$ cat src/rtl/tm1638_responder.sv
// tm1638_responder: TM1638 serial target with display RAM, display control and key-scan readback
module tm1638_responder (
  input  logic        clk,
  input  logic        rst,
  input  logic        sclk,
  input  logic        stb,
  input  logic        dio_in,
  output logic        dio_out,
  output logic        dio_oe,
  input  logic [31:0] key_in,
  input  logic [3:0]  ram_raddr,
  output logic [7:0]  ram_rdata,
  output logic        display_on,
  output logic [2:0]  brightness,
  output logic        frame_done
);
  typedef enum logic [2:0] {IDLE, CMD, DATA, IGNORE, READ} state_t;
  state_t state, next;
  logic [1:0] sclk_s, stb_s, dio_s;
  logic sclk_d, stb_d;
  logic rise, fall, stb_rise, stb_fall, byte_done;
  logic [2:0] bit_cnt;
  logic [7:0] shreg, b;
  logic [3:0] addr;
  logic fixed, dirty;
  logic [31:0] key_sr;
  logic [7:0] ram [16];
  // Synchronizers run through reset so edges seen after release are real pin edges
  always_ff @(posedge clk) begin
    sclk_s <= {sclk_s[0], sclk};
    stb_s  <= {stb_s[0], stb};
    dio_s  <= {dio_s[0], dio_in};
    sclk_d <= sclk_s[1];
    stb_d  <= stb_s[1];
  end
  assign stb_rise  = stb_s[1] & ~stb_d;
  assign stb_fall  = ~stb_s[1] & stb_d;
  assign rise      = sclk_s[1] & ~sclk_d & ~stb_rise;
  assign fall      = ~sclk_s[1] & sclk_d & ~stb_rise;
  assign b         = {dio_s[1], shreg[7:1]};
  assign byte_done = rise && bit_cnt == 3'd7 && (state == CMD || state == DATA);
  always_comb begin
    next = state;
    if (stb_rise) next = IDLE;
    else if (stb_fall) next = CMD;
    else if (state == CMD && byte_done)
      next = b[7:6] == 2'b11 ? DATA : (b[7:6] == 2'b01 && b[1]) ? READ : IGNORE;
  end
  always_ff @(posedge clk) state <= !rst ? IDLE : next;
  always_ff @(posedge clk) begin
    if (!rst) begin
      bit_cnt    <= '0;
      shreg      <= '0;
      addr       <= '0;
      fixed      <= 1'b0;
      dirty      <= 1'b0;
      key_sr     <= '0;
      dio_out    <= 1'b1;
      dio_oe     <= 1'b0;
      display_on <= 1'b0;
      brightness <= '0;
      frame_done <= 1'b0;
      ram_rdata  <= '0;
      for (int i = 0; i < 16; i++) ram[i] <= '0;
    end else begin
      frame_done <= stb_rise & dirty;
      ram_rdata  <= ram[ram_raddr];
      if (stb_fall) begin
        bit_cnt <= '0;
        dirty   <= 1'b0;
      end
      if (stb_rise) begin
        dio_oe  <= 1'b0;
        dio_out <= 1'b1;
      end
      if (rise && (state == CMD || state == DATA)) begin
        shreg   <= b;
        bit_cnt <= bit_cnt + 3'd1;
      end
      if (byte_done && state == CMD) begin
        if (b[7:6] == 2'b01) begin
          fixed  <= b[2];
          key_sr <= key_in;
        end
        if (b[7:6] == 2'b10) begin
          display_on <= b[3];
          brightness <= b[2:0];
        end
        if (b[7:6] == 2'b11) addr <= b[3:0];
      end
      if (byte_done && state == DATA) begin
        ram[addr] <= b;
        dirty     <= 1'b1;
        if (!fixed) addr <= addr + 4'd1;
      end
      // Zeros shift in behind the snapshot, so bits past 32 read as 0
      if (fall && state == READ) begin
        dio_oe  <= 1'b1;
        dio_out <= key_sr[0];
        key_sr  <= {1'b0, key_sr[31:1]};
      end
    end
  end
endmodule

$ cat config.mk
export PLATFORM = sky130hd
export DESIGN_NAME = tm1638_responder
export DESIGN_NICKNAME = d
export VERILOG_FILES = /design/src/rtl/tm1638_responder.sv
export SDC_FILE = /design/constraint.sdc
export NUM_CORES = 1
export LEC_CHECK = 0
export ABC_AREA = 1
export ABC_CLOCK_PERIOD_IN_PS = 2900
export CAP_MARGIN = 20
export CORE_MARGIN = 2
export CORE_UTILIZATION = 56
export DETAILED_ROUTE_END_ITERATION = 12
export GPL_ROUTABILITY_DRIVEN = 0
export PLACE_DENSITY = 0.76
export SKIP_CTS_REPAIR_TIMING = 1
export SLEW_MARGIN = 0
export SYNTH_ARGS = -nofsm -noshare
export SYNTH_HDL_FRONTEND = slang
export SYNTH_SLANG_ARGS = --single-unit
export TNS_END_PERCENT = 50
$ cat constraint.sdc
create_clock -name clk -period 2.9 [get_ports clk]
set_clock_uncertainty 0.15 [all_clocks]
set_input_delay 0.58 -clock clk [delete_from_list [all_inputs] [get_ports clk]]
set_output_delay 0.58 -clock clk [all_outputs]
set_load 0.005 [all_outputs]
======== Word-level counts from Yosys, hierarchy flattened ========
Memory sizes are Yosys's and may differ from the RTL's. A register that Yosys moved wholly into a read port is not among the register bits.
Index checks and enable logic that the tools add are counted.
W data, S select, Z words.
operators by class
  $add $sub $neg .......................... 2
  equal/unequal tests ..................... 7
  mux-type cells .......................... 26
  bitwise operators ....................... 13
  reduce and logical (&&, ||, !) cells .... 22
operators with widths
  operator               number
  $mux W31               3
  $mux W4                5
  $mux W1                13
  $mux W3                4
  $reduce_bool A2 Y1     6
  $mux W8                1
  $reduce_or A8 Y1       1
  $and A1 B1 Y1          7
  $logic_and A1 B1 Y1    7
  $eq A3 B3 Y1 const B   2
  $not A1 Y1             6
  $reduce_and A2 Y1      3
  $add A4 B1 Y4 const B  1
  $eq A2 B2 Y1 const B   2
  $reduce_or A2 Y1       2
  $add A3 B1 Y3 const B  1
  $eq A3 B1 Y1 const B   1
  $eq A3 B2 Y1 const B   1
  $reduce_or A3 Y1       1
  $eq A2 B1 Y1 const B   1
  $logic_not A1 Y1       1
  $logic_or A1 B1 Y1     1
storage, ports and cells
  bits in registers ....................... 67
  bits in writable memories ............... 128
  input port bits ......................... 41
  output and inout bits ................... 15
  word-level logic and storage cells ...... 90
  memories ................................ 1
memories
  memory  depth  bits a word  rd ports  clocked after Yosys merged registers in  write ports  RTL line  source
  ram     16     8            1         1                                        16           27        logic [7:0] ram [16];

======== Logic depth before layout (Yosys ltp) ========
Gate-level depths: netlist of run 1.
  depth after elaboration ................. 12
  depth in mapped cells ................... 11
  depth with buffers taken out ............ 10

======== Worst setup path after synthesis of run 1 ========
Ideal clock, no wire load.
  path type ............................... reg-to-reg
  start ................................... register bit_cnt[0]
  end ..................................... memory ram[4][0] (enable)
  library setup time ...................... 0.329 ns
  arrival ................................. 1.707 ns
  data required time ...................... 2.421 ns
  setup slack ............................. 0.714 ns
  stages on the path, launching flop included .. 9
  buffers on the path ..................... 0
  period minus slack after synthesis ...... 2.186 ns
  cell sequence ........................... dfxtp_1 -> ha_1 -> ha_1 -> inv_1 -> nor3_4 -> nand3_4 -> nor2_4 -> nand2_4 -> nand2_1
RTL lines
  element                 RTL line  source
  start, declared         22        logic [2:0] bit_cnt;
  start signal, assigned  78        bit_cnt <= bit_cnt + 3'd1;
  end, declared           27

==> results.yml, run 1 <==
worst_setup_path:
  cp_max_fo: 9
  path_delay_family: "simple AND/OR/NAND/NOR gates"
  cp_cell_sequence: "ha_1 > ha_1 > inv_1 > nor3_4 > nand3_4 > nor2_4 > nand2_4 > nand2_1"
  cp_num_buf_inv: 1
  worst_setup_path_end_kind: "register"
  cp_slowest_cell: "nor2_4"
  slowest_delay_ns: 0.36
  arrival_ns: 2.48
  critical_path_class: "register to register"
  crit_top_cell: "ha_1"
  crit_required_ns: 2.92
  cp-start-kind: "register"
cells_and_area:
  fin_util: 0.6550
  final_cell_mix: "nand2_1, nor2_1, nand3_1"
  nFillCells: 1401
  layout_commonest_cell: "nand2_1"
  n_antenna_cell: 0
  syn_to_final_growth_pct: 14.18
  finalNonFillerCells: 1422
  regArea_mm2: 0.005325
  final_nets: 1235
  multi_input_comb_area_mm2: 0.003422
  drive_gt1_frac: 0.06156
clock_network:
  clkSlewWorstSetupHoldPaths_ns: 0.06
  root_buffer: "clkbuf_16"
  cts_tree: "built"
  cts_buffers: 22
  cts-htree-levels: 1
  numClockSinks: 202
  insertion_delay_ns: 0.51
  cts_max_path_buffers: 3
logic_synthesis:
  syn_area_mm2: 0.009513
  ys.flop_type: "edfxtp_1"
  ys_top_cells_by_area: "edfxtp_1, dfxtp_1, nand2_1, nand3_1, nor2_1"
  yosys.area.top_type: "edfxtp_1"
  synth_seq_area_share: 0.5598
  synth_seq_cells: 202
  yosys.area.top_type_share: 0.4041
  syn_nets: 1204
  synth_cell_type_count: 26
  syn_inst: 1155
  yosys_warnings: 0
  synth_edf_count: 128
  avgSynthCellArea_um2: 8.236
  async_reset_ff_frac: 0
timing:
  min_period_ns: 2.462
  tightest_slew_ns: 0.8192
  whs_ns: 0.1756
  hold_violations: 0
  fmax_ghz: 0.4062
  drv_slew: 0
  setup_viol: 0
  rsz0062_at_grt: "no"
  setup_ws_ns: 0.4380
  fin_setup_tns_ns: 0
  slew_headroom: 0.4505
  post-route-period-util: 0.8490
routing:
  routed_via_density: 5.326
  drc: 0
  drt_first_pass_iters: 5
  wl_mm: 21.72
  drt_iter0_markers: 719
  detail-route-antenna-nets: 0
  num_vias: 7573
  wire_per_inst_um: 15.27
placement:
  dp_cells: 1382
  place_ws_ns: 0.4921
  portBuffers: 55
  dp_hpwl_mm: 13.61
power_and_ir_drop:
  p_sw_frac: 0.2264
  p_int_w: 0.004764
  power_frac_clock: 0.414
  p_leak_nw: 4.706
  pwr-share-seq: 0.519
  max-vdd-ir-drop_uv: 435.0
  p_sw_w: 0.001395
  p_comb_frac: 0.067
  power_density_mw_per_mm2: 567.0
run:
  drv_cap: 0
global_routing:
  overflow: 0
  grt_use_total: 0.2418
  grt_pass1_vias: 7076
  grt_pass1_wl_mm: 34.48
  antenna_found_initial: 0
  grt_max_degree: 78
floorplan:
  fp.dieW_um: 134.3
  io_pins: 56
  core_mm2: 0.01658
  start_util: 0.5736
  die_area_mm2: 0.01805
  num_rows: 47
  fp.dieH_um: 134.3
hold_path:
  hold_class: "register to register"
run_status:
  status: "finished clean"
## cells by family (layout without fill, tap and decap cells)
| family | after synthesis | count (layout) | synth area share |
|---|---|---|---|
| flip-flops | 202 | 202 | 0.5598 |
| AO/OA/AOI/OAI | 99 | 99 | 0.05235 |
| AND/OR/NAND/NOR | 644 | 644 | 0.2945 |
| XOR/XNOR | 2 | 2 | 0.001842 |
| adder cells (fa/ha/maj) | 8 | 8 | 0.01052 |
| buffers and inverters | 200 | 247 | 0.08102 |
## state kept, by name, indices dropped and copies added (netlist names)
signal and flops:
display_on 1, brightness 3, ram_rdata 8, stb_d 1
dirty 1, dio_out 1, fixed 1, stb_s 2
key_sr 32, sclk_d 1, dio_oe 1, dio_s 2
shreg 7, addr 4, state 3, ram 128
sclk_s 2, bit_cnt 3, frame_done 1
## synthesized netlist by cell type (4+ instances only)
master and count:
clkbuf_1 41, a21oi_1 59, o21ai_0 39, dfxtp_1 74
nor2_1 171, nand3_1 135, buf_1 7, nand2_1 305
inv_1 127, buf_2 13, nand2_4 16, clkinv_1 8
ha_1 8, nand4_1 7, edfxtp_1 128, nor2_4 4
## power by group through the flow
| stage | combinational, W | sequential (W) | clock (W) |
|---|---|---|---|
| after global routing | 0.000460 | 0.00321 | 0.00267 |
| after CTS | 0.000414 | 0.00320 | 0.00258 |
| after floorplan | 0.000249 | 0.00324 | 0 |
| after detailed placement | 0.000409 | 0.00326 | 0 |
| final | 0.000415 | 0.00320 | 0.00255 |
| after global placement | 0.000406 | 0.00325 | 0 |
## metal layers
layer,part of all wire,track usage
met1,0.42,0.3164
met3,0.066,0.02948
met2,0.49,0.4130
met4,0.030,0.09357
met5,0,0
## final timing paths
kind / start / to / slack [ns] / depth (start not counted)
max reg2reg: bit_cnt[0] / ram[10][7] / 0.44 / 8
min reg2reg: dio_s[0] / dio_s[1] / 0.18 / 0
min: dio_s[0] / dio_s[1] / 0.18 / 0
max: bit_cnt[0] / ram[10][7] / 0.44 / 8
## final cells by class
type                       instances  share of cell area
clock inverter                    10            0.004493
tap                              220             0.02534
clock buffer                      30             0.05541
inverter                         138             0.04769
multi-input combinational        753              0.3151
timing repair buffer              69             0.06174
sequential                       202              0.4903
## metrics by stage
stage / power (W) / cell area [µm²]
after floorplan: 0.003492 / 9513
after global placement: 0.003658 / 10210
after detailed placement: 0.003665 / 10210
after CTS: 0.006193 / 10860
after global routing: 0.006339 / 10860
final: 0.006159 / 10860
## worst register-to-register path, delay by kind of cell, from the launching register on
family | cells | cell delay, ns
adder cells (fa/ha/maj) | 2 | 0.32
AND/OR/NAND/NOR | 5 | 1.24
buffers and inverters | 1 | 0.07
flip-flops | 1 | 0.35
(Power assumes the default switching activity.)
==> run 2: changes to the inputs <==
--- a/config.mk
+++ b/config.mk
@@ -6,7 +6,7 @@
 export NUM_CORES = 1
 export LEC_CHECK = 0
 export ABC_AREA = 1
-export ABC_CLOCK_PERIOD_IN_PS = 2900
+export ABC_CLOCK_PERIOD_IN_PS = 2410
 export CAP_MARGIN = 20
 export CORE_MARGIN = 2
 export CORE_UTILIZATION = 56
==> constraint.sdc (replaced) <==
create_clock -name clk -period 2.41 [get_ports clk]
set_clock_uncertainty 0.15 [all_clocks]
set_input_delay 0.482 -clock clk [delete_from_list [all_inputs] [get_ports clk]]
set_output_delay 0.482 -clock clk [all_outputs]
set_load 0.005 [all_outputs]
==> run 2 against run 1 <==
Sequential power up 20%; setup slack worse by 0.32 ns; via count down 0.20%; core utilization up 1.9 points; register-to-register slack worse by 0.32 ns; critical path depth unchanged; wire length down 1.4%; critical endpoint is now ram[8][5]; flip-flop and latch count unchanged; sequential share of layout area down 1.4 points; first-iteration DRC count down 8.6%; cell count up 2.1%; global-route usage down 0.15 points.
==> results.yml, run 2 (synthesized netlist as in run 1, its figures left out) <==
cells_and_area:
  nFillCells: 1359
  final_area_mm2: 0.01118
  syn_to_final_growth_pct: 17.52
  top_register: "ram"
  layout_commonest_cell: "nand2_1"
  final_cell_mix: "nand2_1, nor2_1, nand3_1"
  n_antenna_cell: 0
  fin_util: 0.6741
  reg_top3: "ram (128), key_sr (32), ram_rdata (8)"
  drive_gt1_frac: 0.08604
  final_nets: 1265
  largest_reg_flops: 128
placement:
  dp_hpwl_mm: 13.55
  place_ws_ns: 0.1058
  portBuffers: 55
  dpl_cell_area_mm2: 0.01046
worst_setup_path:
  cp_cell_sequence: "ha_1 > ha_1 > inv_1 > nor3_4 > nand3_4 > nor2_4 > nand2_4 > nand2_1"
  worst_setup_path_end_kind: "register"
  arrival_ns: 2.30
  cp_max_fo: 8
  critical_path_class: "register to register"
  cp_slowest_cell: "dfxtp_1"
  slowest_delay_ns: 0.34
  crit_required_ns: 2.42
  crit_top_cell: "ha_1"
  cp-start-kind: "register"
routing:
  drt_first_pass_iters: 7
  wl_mm: 21.42
  drt_iter0_markers: 657
  wire_per_inst_um: 14.75
  detail-route-antenna-nets: 0
  drc: 0
  routed_via_density: 5.205
  num_vias: 7558
timing:
  drv_slew: 0
  setup_ws_ns: 0.1219
  post-route-period-util: 0.9494
  hold_violations: 0
  tightest_slew_ns: 0.6426
  setup_viol: 0
  fmax_ghz: 0.4370
  min_period_ns: 2.288
  slew_headroom: 0.5716
  rsz0062_at_grt: "yes"
power_and_ir_drop:
  max-vdd-ir-drop_uv: 445.0
  finalPower_w: 0.007501
  power_density_mw_per_mm2: 670.9
  p_leak_nw: 4.871
run_status:
  status: "finished clean"
global_routing:
  grt_pass1_wl_mm: 34.32
  antenna_found_initial: 0
  overflow: 0
  grt_pass1_vias: 6819
  grt_use_total: 0.2403
  grt_max_degree: 123
run:
  drv_cap: 0
clock_network:
  root_buffer: "clkbuf_16"
  cts-htree-levels: 1
  cts_max_path_buffers: 3
  clkSlewWorstSetupHoldPaths_ns: 0.06
  insertion_delay_ns: 0.49
  numClockSinks: 202
  cts_buffers: 22
  cts_tree: "built"
floorplan:
  start_util: 0.5736
  io_pins: 56
  fp.dieW_um: 134.3
  core_mm2: 0.01658
  die_area_mm2: 0.01805
  num_rows: 47
  fp.dieH_um: 134.3
hold_path:
  hold_class: "register to register"
[run 2: routing by layer]
layer,global-route usage,up-vias,share of wire
li1,-,3820,-
met1,0.3329,3374,0.42
met2,0.3889,309,0.47
met3,0.03099,55,0.076
met4,0.09123,0,0.033
met5,0,-,0
[run 2: per-stage QoR]
stage / hold WS, ns / TNS [ns] / std cells
floorplan: 0.1596 / 0 / 1155
global placement: 0.1619 / 0 / 1409
detailed placement: 0.1647 / 0 / 1409
CTS: 0.1785 / 0 / 1449
global route: 0.1913 / -0.1018 / 1452
finish: 0.1760 / 0 / 1452
[run 2: worst max-delay path, delay by kind of cell (launching register included)]
kind                     cells  cell delay, ns
AND/OR/NAND/NOR              5            1.09
flip-flops                   1            0.34
adder cells (fa/ha/maj)      2            0.31
buffers and inverters        1            0.07
[run 2: final cells by class]
cell class	instances	area, µm²	area share
Sequential cell	202	5325	0.4763
Tap cell	220	275.3	0.02462
Clock buffer	36	656.9	0.05876
Inverter	138	518.0	0.04633
Multi-Input combinational cell	753	3427	0.3065
Timing Repair Buffer	99	958.4	0.08573
Clock inverter	4	18.77	0.001679
[run 2: power breakdown]
group	internal, W	leakage [nW]	switching (W)	total (W)
Clock	0.00186	0.332	0.00128	0.00314
Sequential	0.00380	1.82	0.0000427	0.00384
Combinational	0.000198	2.72	0.000321	0.000519
Total	0.00586	4.87	0.00164	0.00750
[run 2: final timing paths]
| check | start | to | slack, ns | cells past startpoint |
|---|---|---|---|---|
| hold reg to reg | stb_s[0] | stb_s[1] | 0.18 | 0 |
| hold / removal | stb_s[0] | stb_s[1] | 0.18 | 0 |
| setup / recovery | bit_cnt[0] | ram[8][5] | 0.12 | 8 |
| setup reg to reg | bit_cnt[0] | ram[8][5] | 0.12 | 8 |
==> run 3: changes to the inputs <==
--- a/config.mk
+++ b/config.mk
@@ -9,10 +9,10 @@
 export ABC_CLOCK_PERIOD_IN_PS = 2410
 export CAP_MARGIN = 20
 export CORE_MARGIN = 2
-export CORE_UTILIZATION = 56
+export CORE_UTILIZATION = 35
+export CTS_CLUSTER_DIAMETER = 80
 export DETAILED_ROUTE_END_ITERATION = 12
 export GPL_ROUTABILITY_DRIVEN = 0
-export PLACE_DENSITY = 0.76
 export SKIP_CTS_REPAIR_TIMING = 1
 export SLEW_MARGIN = 0
 export SYNTH_ARGS = -nofsm -noshare
==> run 3 against run 2 <==
Register-to-register slack gained 0.04 ns; largest power group unchanged; core utilization shrank 25 points; flip-flop and latch count is the same; count of clock-buffer cells in the layout shrank 5; non-clock buffer count grew 5.
==> results.yml, run 3 (synthesized netlist as in run 1, its figures left out) <==
placement:
  dp_cells: 1534
  portBuffers: 55
  dp_hpwl_mm: 14.48
  place_ws_ns: 0.1206
run:
  drv_cap: 0
power_and_ir_drop:
  p_leak_nw: 4.922
  max-vdd-ir-drop_uv: 491.1
  finalPower_w: 0.007756
  power_density_mw_per_mm2: 677.2
worst_setup_path:
  crit_top_cell: "ha_1"
  arrival_ns: 2.28
  slowest_delay_ns: 0.34
  cp.depth: 9
  r2r_end: "ram[12][2]"
  path_delay_family: "simple AND/OR/NAND/NOR gates"
  cp_num_buf_inv: 2
  cp-endpoint: "ram[12][2]"
  worstSetupStartpoint: "bit_cnt[0]"
  cp_cell_sequence: "ha_1 > ha_1 > inv_1 > nor3_4 > nand3_4 > nor2_4 > buf_12 > nand2_4 > nand2_1"
  critical_path_class: "register to register"
  worst_setup_path_end_kind: "register"
  ff2ff_setup_slack_ns: 0.16
  cp_max_fo: 8
  cp-start-kind: "register"
  r2r-start: "bit_cnt[0]"
  reg2reg_depth: 9
  crit_required_ns: 2.44
  cp_slowest_cell: "dfxtp_1"
timing:
  setup_ws_ns: 0.1635
  slew_headroom: 0.6315
  drv_slew: 0
  tightest_slew_ns: 0.5527
  hold_violations: 0
  min_period_ns: 2.246
  post-route-period-util: 0.9321
  whs_ns: 0.1750
  fmax_ghz: 0.4451
  setup_viol: 0
  fin_setup_tns_ns: 0
routing:
  drt_iter0_markers: 543
  num_vias: 7442
  wl_mm: 22.48
  routed_via_density: 4.707
  wire_per_inst_um: 14.22
  drt_first_pass_iters: 5
  detail-route-antenna-nets: 0
  drc: 0
cells_and_area:
  final_cell_mix: "nand2_1, nor2_1, nand3_1"
  final_nets: 1273
  syn_to_final_growth_pct: 20.40
  finalNonFillerCells: 1581
  n_antenna_cell: 0
  layout_commonest_cell: "nand2_1"
  drive_gt1_frac: 0.09274
  reg_top3: "ram (128), key_sr (32), ram_rdata (8)"
  top_register: "ram"
  largest_reg_flops: 128
floorplan:
  start_util: 0.3549
  die_area_mm2: 0.02851
  core_mm2: 0.02680
  io_pins: 56
  num_rows: 60
  fp.dieW_um: 168.9
  fp.dieH_um: 168.9
clock_network:
  cts_tree: "built"
  cts-htree-levels: 1
  root_buffer: "clkbuf_16"
  cts_max_path_buffers: 3
  insertion_delay_ns: 0.52
  cts_buffers: 25
  clkSlewWorstSetupHoldPaths_ns: 0.06
  numClockSinks: 202
global_routing:
  overflow: 0
  antenna_found_initial: 0
  grt_use_total: 0.1603
  grt_pass1_vias: 7020
  grt_pass1_wl_mm: 36.47
  grt_max_degree: 128
hold_path:
  hold_start: "dio_s[0]"
  hold_class: "register to register"
run_status:
  status: "finished clean"
[run 3: changes by cell type in the layout (fill, tap and decap cells not counted)]
cell        before  now
nand2_1        303  301
nand2_2          2    4
clkbuf_8         1    0
clkbuf_1        10    6
buf_4           37   40
clkbuf_2         1    0
clkinvlp_4       0    2
clkinv_1         9   14
buf_12           7    9
bufinv_16        0    1
clkbuf_16       24   25
[run 3: how the worst min path moves through the flow]
stage                            to  depth (start not counted)
after floorplan            dio_s[1]                          0
after global placement    sclk_s[1]                          0
after detailed placement   stb_s[1]                          0
after CTS                  stb_s[1]                          0
after global routing      sclk_s[1]                          0
final                      dio_s[1]                          0
[run 3: power by group]
group          switching [W]  internal [W]
clock network        0.00139       0.00199
registers          0.0000437       0.00380
logic               0.000323      0.000201
total                0.00176       0.00600
[run 3: final cells by class]
cell class / count / area [µm²]
timing repair buffer: 104 / 1021
tap: 341 / 426.7
clock inverter: 12 / 82.58
fill: 2661 / 15350
multi-input combinational: 753 / 3432
clock buffer: 31 / 648.1
sequential: 202 / 5325
inverter: 138 / 518.0
[run 3: layer usage]
layer	track usage	vias up	wire length (µm)
met4	0.04348	0	556
met5	0	-	0
met1	0.2230	3361	10150
met2	0.2582	222	10220
met3	0.02876	41	1549
li1	-	3818	-
[run 3: stage by stage]
stage | instance area, µm² | util
2_1_floorplan | 9513 | -
3_3_place_gp | 10670 | 0.3981
3_5_place_dp | 10670 | 0.3981
4_1_cts | 11400 | 0.4254
5_1_grt | 11450 | 0.4274
6_report | 11450 | 0.4274
